### config.mk
export PLATFORM = sky130hd
export DESIGN_NAME = piano_gpio_bridge
export DESIGN_NICKNAME = d
export VERILOG_FILES = /design/src/rtl/piano_gpio_pkg.sv /design/src/rtl/piano_gpio_bridge_fifo.sv /design/src/rtl/piano_gpio_bridge.sv
export SDC_FILE = /design/constraint.sdc
export NUM_CORES = 1
export LEC_CHECK = 0
export BUFFER_PORTS_ARGS = -buffer_cell sky130_fd_sc_hd__buf_2
export CAP_MARGIN = 25
export CORE_ASPECT_RATIO = 1.5
export CORE_UTILIZATION = 36
export CTS_CLUSTER_DIAMETER = 200
export DETAILED_ROUTE_END_ITERATION = 8
export SKIP_CTS_REPAIR_TIMING = 1
export SLEW_MARGIN = 15
export SYNTH_ARGS = -nofsm -noshare
export SYNTH_HDL_FRONTEND = slang
export SYNTH_HIERARCHICAL = 1
export SYNTH_SLANG_ARGS = --single-unit
### constraint.sdc
create_clock -name CLK100MHZ -period 5.1 [get_ports CLK100MHZ]
set_input_delay 0.765 -clock CLK100MHZ [delete_from_list [all_inputs] [get_ports CLK100MHZ]]
set_output_delay 0.765 -clock CLK100MHZ [all_outputs]
set_load 0.005 [all_outputs]
### src/rtl/piano_gpio_pkg.sv
`default_nettype none
// +--------------------------------------------------------------------------+
// | Package     : piano_gpio_pkg                                             |
// | Description : Shared mode encoding and gpio_i field layout helpers for   |
// |               the MicroBlaze <-> piano AXI_GPIO bridge.                  |
// | Revision    : 1.0  initial release                                       |
// +--------------------------------------------------------------------------+
package piano_gpio_pkg;

   typedef enum logic [1:0] {
      MODE_HOME = 2'd0,
      MODE_EAR  = 2'd1,
      MODE_FREE = 2'd2,
      MODE_RSVD = 2'd3
   } mode_e;

   localparam int MODE_W = 2;
   localparam int SUNG_W = 6;

   // gpio_i layout (LSB first): mode_sel, play_note_num, notes, sung note,
   // compare verdict, ack toggle.
   function automatic int num_w(input int max_notes);
      return $clog2(max_notes + 1);
   endfunction

   function automatic int off_num();
      return MODE_W;
   endfunction

   function automatic int off_notes(input int max_notes);
      return MODE_W + num_w(max_notes);
   endfunction

   function automatic int off_sung(input int max_notes, input int note_w);
      return off_notes(max_notes) + max_notes * note_w;
   endfunction

   function automatic int off_cmp(input int max_notes, input int note_w);
      return off_sung(max_notes, note_w) + SUNG_W;
   endfunction

   function automatic int off_ack(input int max_notes, input int note_w);
      return off_cmp(max_notes, note_w) + 1;
   endfunction

   function automatic int gpio_i_w(input int max_notes, input int note_w);
      return off_ack(max_notes, note_w) + 1;
   endfunction

endpackage
`default_nettype wire

### src/rtl/piano_gpio_bridge_fifo.sv
`default_nettype none
// +--------------------------------------------------------------------------+
// | Module      : note_evt_fifo                                              |
// | Description : Synchronous note-event FIFO with flush. Flush dominates    |
// |               push and pop; a push while full only lands when a pop      |
// |               frees a slot in the same cycle.                            |
// | Revision    : 1.0  initial release                                       |
// | Ports       : clk, rst_n (sync, active-low), flush, push, din, pop,      |
// |               full, empty, count, head                                   |
// +--------------------------------------------------------------------------+
module note_evt_fifo #(
   parameter int DEPTH = 8,
   parameter int WIDTH = 7,
   localparam int PTR_W = $clog2(DEPTH),
   localparam int CNT_W = $clog2(DEPTH + 1)
) (
   input  logic             clk,
   input  logic             rst_n,
   input  logic             flush,
   input  logic             push,
   input  logic [WIDTH-1:0] din,
   input  logic             pop,
   output logic             full,
   output logic             empty,
   output logic [CNT_W-1:0] count,
   output logic [WIDTH-1:0] head
);

   logic [WIDTH-1:0] mem [DEPTH];
   logic [PTR_W-1:0] wr_ptr;
   logic [PTR_W-1:0] rd_ptr;
   logic             do_push;
   logic             do_pop;

   assign empty   = (count == '0);
   assign full    = (count == CNT_W'(DEPTH));
   assign do_pop  = pop && !empty && !flush;
   assign do_push = push && !flush && (!full || do_pop);
   assign head    = mem[rd_ptr];

   always_ff @(posedge clk) begin
      if (!rst_n) begin
         wr_ptr <= '0;
         rd_ptr <= '0;
         count  <= '0;
      end else if (flush) begin
         wr_ptr <= '0;
         rd_ptr <= '0;
         count  <= '0;
      end else begin
         // Pointers wrap naturally: DEPTH is a power of two.
         if (do_push) wr_ptr <= wr_ptr + PTR_W'(1);
         if (do_pop)  rd_ptr <= rd_ptr + PTR_W'(1);
         case ({do_push, do_pop})
            2'b10:   count <= count + CNT_W'(1);
            2'b01:   count <= count - CNT_W'(1);
            default: count <= count;
         endcase
      end
   end

   // Storage carries no reset; consumers qualify head with empty.
   always_ff @(posedge clk) begin
      if (do_push) mem[wr_ptr] <= din;
   end

endmodule
`default_nettype wire

### src/rtl/piano_gpio_bridge.sv
`default_nettype none
// +--------------------------------------------------------------------------+
// | Module      : piano_gpio_bridge                                          |
// | Description : MicroBlaze <-> piano AXI_GPIO bridge. Filters torn         |
// |               software writes, decodes the accepted word into piano      |
// |               controls and queues note-on events drained by toggle-ack.  |
// | Revision    : 1.0  initial release                                       |
// | Ports       : CLK100MHZ, CPU_RESETN (sync, active-low)                   |
// |               gpio_i  {ack, cmp, sung[5:0], notes, num, mode}            |
// |               gpio_o  {ovf, evt_valid, evt_note, user_controls_q}        |
// |               user_controls, note_evt_valid, note_evt_id (from piano)    |
// |               mode_sel, play_note_num/vec/mask, sung_note_id,            |
// |               compare_correct, cfg_update, evt_count (to piano)          |
// +--------------------------------------------------------------------------+
module piano_gpio_bridge
   import piano_gpio_pkg::*;
#(
   parameter int MAX_NOTES     = 3,
   parameter int NOTE_W        = 7,
   parameter int CTRL_W        = 4,
   parameter int FIFO_DEPTH    = 8,
   parameter int STABLE_CYCLES = 2,
   localparam int NUM_W        = num_w(MAX_NOTES),
   localparam int GPIO_I_W     = gpio_i_w(MAX_NOTES, NOTE_W),
   localparam int GPIO_O_W     = CTRL_W + NOTE_W + 2,
   localparam int CNT_W        = $clog2(FIFO_DEPTH + 1)
) (
   input  logic                        CLK100MHZ,
   input  logic                        CPU_RESETN,
   input  logic [GPIO_I_W-1:0]         gpio_i,
   output logic [GPIO_O_W-1:0]         gpio_o,
   input  logic [CTRL_W-1:0]           user_controls,
   input  logic                        note_evt_valid,
   input  logic [NOTE_W-1:0]           note_evt_id,
   output logic [1:0]                  mode_sel,
   output logic [NUM_W-1:0]            play_note_num,
   output logic [MAX_NOTES*NOTE_W-1:0] play_note_vec,
   output logic [MAX_NOTES-1:0]        play_note_mask,
   output logic [SUNG_W-1:0]           sung_note_id,
   output logic                        compare_correct,
   output logic                        cfg_update,
   output logic [CNT_W-1:0]            evt_count
);

   localparam int OFF_NUM   = off_num();
   localparam int OFF_NOTES = off_notes(MAX_NOTES);
   localparam int OFF_SUNG  = off_sung(MAX_NOTES, NOTE_W);
   localparam int OFF_CMP   = off_cmp(MAX_NOTES, NOTE_W);
   localparam int OFF_ACK   = off_ack(MAX_NOTES, NOTE_W);
   localparam int STAB_W    = $clog2(STABLE_CYCLES + 1);

   // ---------------- stability filter ----------------
   logic [GPIO_I_W-1:0] sample;
   logic [STAB_W-1:0]   stable_cnt;
   logic                accept;

   assign accept = (stable_cnt == STAB_W'(STABLE_CYCLES - 1)) && (gpio_i == sample);

   // ---------------- decode of the word being accepted ----------------
   logic [1:0]                  dec_mode;
   logic [NUM_W-1:0]            dec_num;
   logic [MAX_NOTES*NOTE_W-1:0] dec_vec;
   logic [MAX_NOTES-1:0]        dec_mask;
   logic [SUNG_W-1:0]           dec_sung;
   logic                        dec_cmp;
   logic                        dec_ack;
   logic                        dec_changed;

   always_comb begin
      dec_mode = sample[MODE_W-1:0];
      if (dec_mode == MODE_RSVD) dec_mode = MODE_HOME;
      dec_num = sample[OFF_NUM +: NUM_W];
      if (dec_num > NUM_W'(MAX_NOTES)) dec_num = NUM_W'(MAX_NOTES);
   end

   for (genvar i = 0; i < MAX_NOTES; i++) begin : g_note
      assign dec_mask[i] = (i < int'(dec_num));
      assign dec_vec[i*NOTE_W +: NOTE_W] =
         dec_mask[i] ? sample[OFF_NOTES + i*NOTE_W +: NOTE_W] : '0;
   end

   assign dec_sung = sample[OFF_SUNG +: SUNG_W];
   assign dec_cmp  = sample[OFF_CMP];
   assign dec_ack  = sample[OFF_ACK];

   // Mask is a pure function of num, so it is left out of the comparison.
   assign dec_changed = {dec_mode, dec_num, dec_vec, dec_sung, dec_cmp} !=
                        {mode_sel, play_note_num, play_note_vec, sung_note_id, compare_correct};

   // ---------------- event queue control ----------------
   logic              ack_prev;
   logic              ovf;
   logic [CTRL_W-1:0] user_controls_q;
   logic              flush;
   logic              ack_edge;
   logic              fifo_full;
   logic              fifo_empty;
   logic [NOTE_W-1:0] fifo_head;
   logic              drop_evt;

   assign flush    = accept && (dec_mode != mode_sel);
   assign ack_edge = accept && (dec_ack != ack_prev);
   // A push into a full queue survives only if a real pop frees a slot.
   assign drop_evt = note_evt_valid && fifo_full && !(ack_edge && !fifo_empty) && !flush;

   note_evt_fifo #(
      .DEPTH (FIFO_DEPTH),
      .WIDTH (NOTE_W)
   ) u_fifo (
      .clk   (CLK100MHZ),
      .rst_n (CPU_RESETN),
      .flush (flush),
      .push  (note_evt_valid),
      .din   (note_evt_id),
      .pop   (ack_edge),
      .full  (fifo_full),
      .empty (fifo_empty),
      .count (evt_count),
      .head  (fifo_head)
   );

   assign gpio_o = {ovf, !fifo_empty, (fifo_empty ? NOTE_W'(0) : fifo_head), user_controls_q};

   // ---------------- state ----------------
   always_ff @(posedge CLK100MHZ) begin
      if (!CPU_RESETN) begin
         sample          <= '0;
         stable_cnt      <= '0;
         mode_sel        <= '0;
         play_note_num   <= '0;
         play_note_vec   <= '0;
         play_note_mask  <= '0;
         sung_note_id    <= '0;
         compare_correct <= 1'b0;
         ack_prev        <= 1'b0;
         cfg_update      <= 1'b0;
         user_controls_q <= '0;
         ovf             <= 1'b0;
      end else begin
         sample <= gpio_i;
         if (gpio_i != sample)
            stable_cnt <= '0;
         else if (stable_cnt != STAB_W'(STABLE_CYCLES))
            stable_cnt <= stable_cnt + STAB_W'(1);

         cfg_update <= accept && dec_changed;
         if (accept) begin
            mode_sel        <= dec_mode;
            play_note_num   <= dec_num;
            play_note_vec   <= dec_vec;
            play_note_mask  <= dec_mask;
            sung_note_id    <= dec_sung;
            compare_correct <= dec_cmp;
            ack_prev        <= dec_ack;
         end

         user_controls_q <= user_controls;

         if (flush)
            ovf <= 1'b0;
         else if (drop_evt)
            ovf <= 1'b1;
      end
   end

endmodule
`default_nettype wire

==> summary.md, run 1 <==
| Metric | Value |
|---|---|
| Register bit total from synthesis | 145 |
| Via count | 4,886 |
| Most used cell along the critical path | xor2_1 |
| Final Non-Filler Cells | 915 |
| RSZ-0062 raised after global routing | false |
| Layout area overhead | 19.04% |
| Number of CTS-inserted buffers | 17 |
| Die area | 18,920 um2 |
| Share of cells above drive strength 1 | 24.93% |
| Period utilization | 72.38% |
| Die height | 168.0 um |
| Crit. End Element | register |
| Largest fanout on the critical path | 19 |
| Max stage delay on crit path | 0.41 ns |
| # diodes | 0 |
| Rows | 60 |
| Placed insts | 882 |
| Setup Viol. Count Final | 0 |
| Final Hold Viols | 0 |
| Top FF cell, synth | dfxtp_1 |
| Worst Reg-to-Reg Cells | 15 |
| Clk buf depth | 2 |
| Synth Area in Simple Gates | 18.30% |
| Post-Synth Adder-Cell Area | 1.325% |
| Worst path top cell family by delay | simple AND/OR/NAND/NOR gates |
| Total negative slack | 0 ns |
| Avg Cell Area, Syn | 11.20 um2 |
| Total GRT Usage | 18.31% |
| Run status | finished clean |
| Initial core utilization | 36.84% |
| Max-slew violation count | 0 |
| Synth warn | 6 |
| XOR/XNOR share of the synthesized area | 6.890% |
| Syn Inst Count | 590 |
| Hold Path Class | register to register |
| Ports | 100 |
| Max Cap Viol | 0 |
| Min Tclk post-route | 3.691 ns |
| Routed Wire Length | 16,730 um |
| Fmax | 270.9 MHz |
| PwrDens | 343.2 nW/um2 |
| WP depth | 16 |
| Synth Area in Compound Gates | 8.688% |
| IO buf count | 99 |
| Leak | 2.991 nW |
| Die X-Extent | 112.6 um |
| CTS tree | done |
| Post-Route Skew | 0.01368 ns |
| Via density | 5.340 |
| GRT overflow | 0 |
| EDFF count, synth | 56 |
| Crit Path Class | input port to register |
| Net Count, Synth | 644 |
| Fillers | 1,734 |
| DRT iter0 DRCs | 243 |
| Data arrival, critical path | 4.03 ns |
| Slew HR | 31.98% |
| Buf/Inv on CP | 2 |
| Worst skew pair latency | 0.42 ns |
| Cell variety after synth | 55 |
| Crit path required time | 5.44 ns |
| H-tree depth | 4 |
| First-pass GRT wire length | 26,180 um |
| Crit-path cells | buf_2, xor2_1, nor4_2, and4_1, buf_4, nand3_1, nor2_1, o41ai_2, nor2_1, ha_1, xor2_1, ha_1, a21oi_1, xor2_1, or3_1, a21oi_1 |
| Core ar. | 17,940 um2 |
| Post-route antenna net violation count | 0 |
| Root buffer cell | clkbuf_16 |
| Num Clock Sinks | 145 |
| Clock slew at reported path FFs | 0.06 ns |
| Largest family of logic cells by synthesized area | simple AND/OR/NAND/NOR gates |
| Placer Congestion | 0.8900 |
| Mux share of post-synthesis cell area | 8.537% |
| Worst Tran Pin Value | 1.013 ns |
| Type of origin of the critical path | input port |
| First drt pass iteration count | 4 |
| # DRC | 0 |
| Layout Utilization | 43.86% |
| Largest net degree at the start of global routing | 59 |
| Multi-input logic area | 2898 um2 |
| Seq/Total Area, Yosys | 52.39% |
| CP max-delay cell | nor4_2 |
| Post-synthesis instance area | 6610 um2 |
| Final hold slack | 0.4535 ns |
| Final Power | 2.701 mW |
| Wire per inst | 18.29 um |
| Final nets | 739 |
| Share of flip-flops with an asynchronous set or reset | 0% |
| Maximum vdd drop | 167.9 uV |
| Vias in the first global route | 4,932 |
| Hold Path Cell Cnt | 2 |
| Sequential cell area | 3463 um2 |
| DP Wirelength | 12,220 um |
| Number of antenna violations at the first check in global routing | 0 |
==> routing by layer <==
layer	track usage [%]	share of wire (%)	vias up
li1	-	-	2331
met1	18.96	38	2369
met2	33.57	54	155
met3	3.996	4.0	31
met4	10.72	4.0	0
met5	0	0	-
==> logic make-up (layout without fill, tap and decap cells) <==
group / after synthesis / after routing
flops: 145 / 145
compound gates: 86 / 86
buf+inv: 49 / 157
fa+ha+maj: 7 / 7
xor+xnor: 52 / 52
simple gates: 213 / 213
mux: 38 / 38
==> Yosys cell counts (8+ instances only) <==
cell type / instances / area share, %
a21oi_1: 30 / 2.3
xnor2_1: 9 / 1.2
nor2_1: 31 / 1.8
or4_1: 8 / 0.91
nand2_1: 44 / 2.5
nand4_1: 19 / 1.8
dfxtp_1: 89 / 27
nor2b_1: 20 / 1.9
xor2_1: 43 / 5.7
and2_1: 38 / 3.6
clkbuf_1: 13 / 0.74
o31ai_1: 20 / 2.3
mux4_2: 14 / 4.8
mux2i_1: 17 / 2.6
buf_2: 11 / 0.83
nand2b_1: 14 / 1.3
inv_1: 16 / 0.91
edfxtp_1: 56 / 25
==> registers in the layout, indices dropped and copies added, names as in the netlist, named ones only <==
name             cells
u_fifo/mem          56
play_note_num        1
ack_prev             1
u_fifo/count         4
stable_cnt           2
cfg_update           1
mode_sel             2
ovf                  1
play_note_vec       21
u_fifo/rd_ptr        3
u_fifo/wr_ptr        3
user_controls_q      4
compare_correct      1
sample              33
play_note_mask       3
sung_note_id         6
==> path summary, 6_finish.rpt <==
path                          start                end  slack [ns]
setup / recovery         gpio_i[32]    u_fifo/count[2]        1.41
hold / removal    play_note_mask[0]  play_note_mask[0]        0.45
setup reg to reg         sample[24]    u_fifo/count[2]        1.43
hold reg to reg   play_note_mask[0]  play_note_mask[0]        0.45
==> cell type report <==
| cell class | instances | area share (%) |
|---|---|---|
| flip-flops and latches | 145 | 44.01 |
| multi-input cells | 396 | 36.83 |
| repair buffers | 109 | 7.251 |
| clock buffers | 18 | 5.581 |
| well taps | 217 | 3.450 |
| clock inverters | 14 | 2.115 |
| inverters | 16 | 0.7632 |
==> worst reg2reg max path: cells and delay by family (launching register included) <==
| kind | cells | cell delay (ns) |
|---|---|---|
| xor+xnor | 3 | 0.46 |
| simple gates | 6 | 1.54 |
| compound gates | 3 | 0.40 |
| flops | 1 | 0.51 |
| buf+inv | 1 | 0.24 |
| fa+ha+maj | 2 | 0.43 |
==> power breakdown <==
group	leakage (nW)	switching [mW]	total, mW	internal, mW
clock	0.288	0.525	1.27	0.749
sequential	1.24	0.0283	1.26	1.23
combinational	1.47	0.0935	0.168	0.0750
==> metrics by stage <==
step / worst slack (ns) / area, um2
CTS: 1.399 / 7861
floorplan: 1.420 / 6610
finish: 1.409 / 7869
detailed placement: 1.006 / 7256
global placement: 1.049 / 7256
global route: 1.072 / 7869
==> layout by cell type, fill, tap and decap left out, drive strengths merged, types with 8 or more instances in the layout <==
master  Yosys  final
buf        20    108
dfxtp      89     89
edfxtp     56     56
nand2      44     44
xor2       43     43
and2       38     38
nor2       31     31
a21oi      30     30
inv        16     23
nor2b      20     20
o31ai      20     20
nand4      19     19
clkbuf     13     19
mux2i      17     17
nand2b     14     14
mux4       14     14
nor4       12     12
xnor2       9      9
o21ai       9      9
or4         8      8
Note: power is estimated with default switching activity, not from simulation.
==> run 2, diff against run 1 <==
--- a/config.mk
+++ b/config.mk
@@ -5,6 +5,7 @@
 export SDC_FILE = /design/constraint.sdc
 export NUM_CORES = 1
 export LEC_CHECK = 0
+export ABC_AREA = 1
 export BUFFER_PORTS_ARGS = -buffer_cell sky130_fd_sc_hd__buf_2
 export CAP_MARGIN = 25
 export CORE_ASPECT_RATIO = 1.5
==> constraint.sdc (replaced) <==
create_clock -name CLK100MHZ -period 3.84 [get_ports CLK100MHZ]
set_input_delay 0.576 -clock CLK100MHZ [delete_from_list [all_inputs] [get_ports CLK100MHZ]]
set_output_delay 0.576 -clock CLK100MHZ [all_outputs]
set_load 0.005 [all_outputs]
==> run 2 against run 1 <==
Compared with the run above: synthesized cell count is 32% higher; die area is 0.13% higher; clock-buffer cell count stayed put; utilization is 0.063 points higher; global-route usage is 1.3 points lower; area after synthesis is 0.13% higher; combinational power is 70% higher; power is 32% higher; sequential power is 33% higher; clock skew is 0.0011 ns higher; setup slack worse by 0.70 ns; hold slack worse by 0.12 ns; critical path type is now register to register; largest cell class unchanged; highest routed layer unchanged.
==> summary.md, run 2 <==
| Metric | Value |
|---|---|
| Synth area leaders | dfxtp_1 (27%), edfxtp_1 (25%), nand2_1 (10%) |
| Regs by FF count | u_fifo/mem: 56 flops, sample: 33 flops, play_note_vec: 21 flops |
| Share of flip-flops with an asynchronous set or reset | 0% (unchanged) |
| Rows | 60 (unchanged) |
| Crit. End Element | register |
| Top reg by flops | u_fifo/mem |
| CTS tree | done |
| Fmax | 319.1 MHz |
| Total GRT Usage | 17.03% (-1.3 points) |
| Most frequent cells in the layout | nand2_1 (185), inv_1 (118), buf_2 (99), dfxtp_1 (89), nor2_1 (70) |
| Worst Reg-to-Reg Cells | 23 (+8) |
| Top FF cell, synth | dfxtp_1 |
| Num Clock Sinks | 145 (unchanged) |
| GRT overflow | 0 (unchanged) |
| Syn Inst Count | 781 (+32%) |
| Share of the synthesized area in the top cell type | 26.92% (-0.036 points) |
| Die height | 168.1 um (about the same) |
| Hold Path Class | input port to register |
| DRT iter0 DRCs | 216 (-11%) |
| Setup ws final | 0.7066 ns (-0.7021 ns) |
| Max Cap Viol | 0 (unchanged) |
| Worst Tran Pin Value | 0.9238 ns (-0.08872 ns) |
| Count leader, synth | nand2_1 |
| Clock slew at reported path FFs | 0.07 ns (about the same) |
| Clk buf depth | 2 (unchanged) |
| Slew HR | 38.33% (+6.3 points) |
| Hold Path Cell Cnt | 3 (+1) |
| Met2 WL | 7965 um (-11%) |
| Final Power | 3.564 mW (+32%) |
| Via count | 5,086 (+4.1%) |
| Core ar. | 17,940 um2 (unchanged) |
| Wire per inst | 13.57 um (-26%) |
| H-tree depth | 4 (unchanged) |
| Maximum vdd drop | 244.1 uV (+45%) |
| Yosys top cell by area | dfxtp_1 |
| # DRC | 0 (unchanged) |
| Placer Congestion | 0.8254 (-7.3%) |
| Routed Wire Length | 15,100 um (-9.8%) |
| Total negative slack | 0 ns (unchanged) |
| Number of CTS-inserted buffers | 17 (unchanged) |
| Post-synthesis instance area | 6619 um2 (+0.13%) |
| Die X-Extent | 112.7 um (about the same) |
| M1 WL | 5996 um (-6.5%) |
| Share of cells above drive strength 1 | 19.87% (-5.1 points) |
| RSZ-0062 raised after global routing | false |
| Leak | 3.700 nW (+24%) |
| Via density | 4.570 (-14%) |
| EDFF count, synth | 56 (unchanged) |
| Placed insts | 1,081 (+23%) |
| IO buf count | 99 (unchanged) |
| Synth warn | 6 (unchanged) |
| Final Non-Filler Cells | 1,113 (+22%) |
| Crit Path Class | register to register |
| Fillers | 1,788 (+3.1%) |
| # diodes | 0 (unchanged) |
| Commonest non-fill, non-tap cell in the layout | nand2_1 |
| DP Wirelength | 11,060 um (-9.5%) |
| Top cells by count, synth | nand2_1 (185), inv_1 (118), dfxtp_1 (89) |
| Die area | 18,940 um2 (+0.13%) |
| Largest net degree at the start of global routing | 63 (+6.8%) |
| Seq/Total Area, Yosys | 52.33% (-0.069 points) |
| Ports | 100 (unchanged) |
| Largest fanout on the critical path | 7 (-12) |
| Avg Cell Area, Syn | 8.475 um2 (-24%) |
| Net Count, Synth | 835 (+30%) |
| Final nets | 937 (+27%) |
| Data arrival, critical path | 3.44 ns (-0.59 ns) |
| Layout area overhead | 19.05% (about the same) |
| First-pass GRT wire length | 24,650 um (-5.9%) |
| Type of origin of the critical path | register |
| PwrDens | 452.3 nW/um2 (+32%) |
| Post-Route Skew | 0.01475 ns (+0.001072 ns) |
| Register bit total from synthesis | 145 (unchanged) |
| Initial core utilization | 36.89% (+0.049 points) |
| Max reg flops | 56 (unchanged) |
| Max-slew violation count | 0 (unchanged) |
| First drt pass iteration count | 4 (unchanged) |
| Run status | finished clean |
| Number of antenna violations at the first check in global routing | 0 (unchanged) |
| Setup Viol. Count Final | 0 (unchanged) |
| Cell variety after synth | 36 (-35%) |
| Min Tclk post-route | 3.133 ns |
| Final Hold Viols | 0 (unchanged) |
| Post-route antenna net violation count | 0 (unchanged) |
| Vias in the first global route | 4,915 (-0.34%) |
| Post-Place Worst Slack | 0.3924 ns (-0.6139 ns) |
| Met3 WL | 704 um (+5.4%) |
| Period utilization | 81.60% |
| Worst skew pair latency | 0.43 ns (about the same) |
| Crit path required time | 4.15 ns (-1.29 ns) |
| Top Layer Used | met4 |
| Root buffer cell | clkbuf_16 |
run 2: changes by cell type in the layout (fill, tap and decap cells not counted), sizes merged, moves of 11 or more:
cell,delta
o21ai,+57
nor2b,-20
nand4,-13
mux4,-14
xnor2,+16
xor2,-26
nand2b,-14
nor2,+47
o31ai,-20
and2,-36
nand2,+146
inv,+107
nor4,-11
nand3,+31
run 2: layout make-up:
type | count | area (um2) | area share, %
Sequential cell | 145 | 3463 | 43.95
Timing Repair Buffer | 110 | 578.1 | 7.336
Multi-Input combinational cell | 485 | 2522 | 32.01
Inverter | 124 | 465.4 | 5.907
Clock buffer | 18 | 429.2 | 5.446
Tap cell | 217 | 271.5 | 3.446
Clock inverter | 14 | 150.1 | 1.905
run 2: metal layers:
layer  global-route usage (%)  vias up
met1                    18.03     2297
met4                    7.188        0
li1                         -     2665
met5                        0        -
met2                    31.13      101
met3                    4.968       23
run 2: logic make-up after synthesis:
family / Yosys count / synth area share, %
AND/OR/NAND/NOR: 326 / 21.66
adder cells (fa/ha/maj): 7 / 1.323
multiplexers: 7 / 1.059
flip-flops: 145 / 52.33
XOR/XNOR: 42 / 5.558
buffers and inverters: 151 / 9.565
AO/OA/AOI/OAI: 103 / 8.506
run 2: final timing paths:
| kind | startpoint | to | slack (ns) |
|---|---|---|---|
| hold / removal | user_controls[3] | user_controls_q[3] | 0.33 |
| setup / recovery | sample[31] | u_fifo/count[2] | 0.71 |
| setup reg to reg | sample[31] | u_fifo/count[2] | 0.71 |
| hold reg to reg | play_note_mask[0] | play_note_mask[0] | 0.44 |
run 2: critical path, stage by stage (launching register included):
cell and delay (ns):
dfxtp_1 0.38, inv_1 0.05, nand2_1 0.05, nand2_1 0.07, nor2_1 0.24, nand2_1 0.10
nor2_2 0.12, nand3_2 0.12, nor2_2 0.18, nand3_1 0.12, inv_1 0.19, inv_2 0.08
nand3_4 0.12, nand2_4 0.10, nand2_4 0.10, ha_1 0.21, nand2_1 0.07, inv_1 0.08
nor2_2 0.04, ha_1 0.17, a21oi_1 0.14, xnor2_1 0.09, o21ai_0 0.16, inv_1 0.05
run 2: where the power goes:
group	internal (mW)	switching, mW
sequential	1.64	0.0294
combinational	0.110	0.176
clock	0.915	0.691
run 2: per-stage QoR:
stage | area, um2 | util (%) | hold slack [ns]
after floorplan | 6619 | - | 0.4259
after global placement | 7301 | 40.69 | 0.4334
after detailed placement | 7301 | 40.69 | 0.4329
after CTS | 7880 | 43.92 | 0.3143
after global routing | 7880 | 43.92 | 0.3447
final | 7880 | 43.92 | 0.3298
==> run 3, diff against run 2 <==
==> constraint.sdc (replaced) <==
create_clock -name CLK100MHZ -period 2.6 [get_ports CLK100MHZ]
set_input_delay 0.39 -clock CLK100MHZ [delete_from_list [all_inputs] [get_ports CLK100MHZ]]
set_output_delay 0.39 -clock CLK100MHZ [all_outputs]
set_load 0.005 [all_outputs]
==> run 3 against run 2 <==
Compared with the run above: register-to-register slack worse by 0.70 ns; clock power up 45%; die area unchanged; critical path type unchanged; largest power group unchanged.
==> summary.md, run 3 (synthesis gave the netlist of run 2 again) <==
| Metric | Value |
|---|---|
| Via count | 5,227 (+2.8%) |
| Rows | 60 (unchanged) |
| Leak | 3.890 nW (+5.1%) |
| Clk buf depth | 2 (unchanged) |
| Crit path to | u_fifo/count[2] |
| Maximum vdd drop | 333.4 uV (+37%) |
| CTS tree | done |
| PwrDens | 640.7 nW/um2 (+42%) |
| Core ar. | 17,940 um2 (unchanged) |
| Final Power | 5.284 mW (+48%) |
| Worst R2R Setup Slack | 0.007 ns (-0.70 ns) |
| DP Wirelength | 11,490 um (+3.9%) |
| Placed insts | 1,110 (+2.7%) |
| Max stage delay on crit path | 0.35 ns (-0.03 ns) |
| # diodes | 0 (unchanged) |
| Crit-path cells | xnor2_2, nand2_1, nor2_1, nand3_2, nor2_4, nand2_4, a21oi_4, nand3_4, nand2_4, nand2_4, ha_4, nand2_2, inv_2, nor2_4, ha_4, a21oi_2, xnor2_1, o21ai_1, inv_1 |
| Most frequent cells in the layout | nand2_1 (183), inv_1 (115), buf_2 (99), dfxtp_1 (79), nor2_1 (64) |
| Max reg flops | 56 (unchanged) |
| Routed Wire Length | 15,550 um (+3.0%) |
| Most used cell along the critical path | nand2_4 |
| First drt pass iteration count | 4 (unchanged) |
| Post-route antenna net violation count | 0 (unchanged) |
| DRT iter0 DRCs | 233 (+7.9%) |
| Ports | 100 (unchanged) |
| Worst skew pair latency | 0.42 ns (about the same) |
| Run status | finished clean |
| Final Hold Viols | 0 (unchanged) |
| Hold Path Class | input port to register |
| Final hold slack | 0.1444 ns (-0.1854 ns) |
| Min Tclk post-route | 2.593 ns (-0.5400 ns) |
| Setup Viol. Count Final | 0 (unchanged) |
| Via density | 4.573 (about the same) |
| Worst Setup SP | sample[27] |
| Wire per inst | 13.60 um (+0.25%) |
| Largest net degree at the start of global routing | 52 (-17%) |
| Reg2reg end | u_fifo/count[2] |
| CP max-delay cell | dfxtp_1 |
| Max-slew violation count | 0 (unchanged) |
| Number of antenna violations at the first check in global routing | 0 (unchanged) |
| Post-Route Skew | 0.01036 ns (-0.004383 ns) |
| Final Non-Filler Cells | 1,143 (+2.7%) |
| Crit Path Class | register to register |
| Clock slew at reported path FFs | 0.06 ns (about the same) |
| Placer Congestion | 0.8149 (-1.3%) |
| Crit. End Element | register |
| Total negative slack | 0 ns (unchanged) |
| Num Clock Sinks | 145 (unchanged) |
| H-tree depth | 4 (unchanged) |
| Commonest non-fill, non-tap cell in the layout | nand2_1 |
| Vias in the first global route | 5,048 (+2.7%) |
| Max Cap Viol | 0 (unchanged) |
| Period utilization | 99.75% (+18 points) |
| Share of cells above drive strength 1 | 26.03% (+6.2 points) |
| Initial core utilization | 36.89% (unchanged) |
| Die height | 168.1 um (unchanged) |
| Layout area overhead | 24.59% |
| GRT overflow | 0 (unchanged) |
| Slew HR | 64.97% (+27 points) |
| First-pass GRT wire length | 24,980 um (+1.4%) |
| Layout Utilization | 45.96% (+2.0 points) |
| Worst Reg-to-Reg Cells | 19 (-17%) |
| Largest fanout on the critical path | 3 (-4) |
| Crit path required time | 2.91 ns (-1.24 ns) |
| Worst Tran Pin Value | 0.5255 ns (-0.3983 ns) |
| Die X-Extent | 112.7 um (unchanged) |
| Root buffer cell | clkbuf_16 |
| Die area | 18,940 um2 (unchanged) |
| Fmax | 385.6 MHz (+21%) |
| Final nets | 968 (+3.3%) |
| Data arrival, critical path | 2.91 ns (-0.53 ns) |
| RSZ-0062 raised after global routing | true |
| Fillers | 1,752 (-2.0%) |
| IO buf count | 99 (unchanged) |
| Type of origin of the critical path | register |
| Total GRT Usage | 17.23% (+0.20 points) |
| Top reg by flops | u_fifo/mem |
| # DRC | 0 (unchanged) |
| Regs by FF count | u_fifo/mem: 56 flops, sample: 33 flops, play_note_vec: 21 flops |
| Number of CTS-inserted buffers | 17 (unchanged) |
| Worst r2r src | sample[27] |
[run 3: cell types whose count changed in the layout (fill, tap and decap cells not counted), moves of 4 or more]
| cell | before | now |
|---|---|---|
| nor2_1 | 70 | 64 |
| inv_8 | 4 | 0 |
| nor3_2 | 0 | 4 |
| dfxtp_2 | 0 | 10 |
| buf_4 | 11 | 42 |
| dfxtp_1 | 89 | 79 |
| nor3_1 | 8 | 4 |
[run 3: cell type report]
| type | instances | area [um2] | share of cell area, % |
|---|---|---|---|
| Clock buffer | 23 | 491.7 | 5.963 |
| Clock inverter | 8 | 76.32 | 0.9255 |
| Inverter | 124 | 465.4 | 5.644 |
| Multi-Input combinational cell | 485 | 2655 | 32.20 |
| Sequential cell | 145 | 3476 | 42.15 |
| Tap cell | 217 | 271.5 | 3.292 |
| Timing Repair Buffer | 141 | 810.8 | 9.832 |
[run 3: worst min-delay path by stage]
stage | slack, ns | startpoint | depth (start not counted) | end
floorplan | 0.43 | ovf | 2 | ovf
global placement | 0.43 | play_note_mask[0] | 2 | play_note_mask[0]
detailed placement | 0.44 | ovf | 2 | ovf
CTS | 0.13 | user_controls[2] | 3 | user_controls_q[2]
global route | 0.15 | user_controls[2] | 3 | user_controls_q[2]
finish | 0.14 | user_controls[3] | 3 | user_controls_q[3]
[run 3: power breakdown]
part / switching, mW / internal (mW) / leakage [nW]
registers: 0.0471 / 2.43 / 1.24
clock network: 0.915 / 1.42 / 0.285
logic: 0.277 / 0.190 / 2.37
total: 1.24 / 4.04 / 3.89
[run 3: worst max-delay path, delay by kind of cell, from the launching register on]
| family | cells | cell delay [ns] |
|---|---|---|
| simple gates | 10 | 1.06 |
| xor+xnor | 2 | 0.39 |
| flops | 1 | 0.35 |
| fa+ha+maj | 2 | 0.32 |
| compound gates | 3 | 0.28 |
| buf+inv | 2 | 0.09 |
[run 3: stage by stage]
stage / setup WS, ns / area (um2)
4_1_cts: -0.1978 / 8137
5_1_grt: -0.1650 / 8247
2_1_floorplan: -0.03176 / 6675
6_report: 0.006540 / 8247
3_3_place_gp: -0.2908 / 7569
3_5_place_dp: -0.3325 / 7569
[run 3: metal layers]
layer	track usage (%)	up-vias	wire length, um
met4	6.957	0	402
met2	32.47	113	8485
li1	-	2725	-
met5	0	-	0
met1	17.18	2367	5847
met3	5.580	22	810
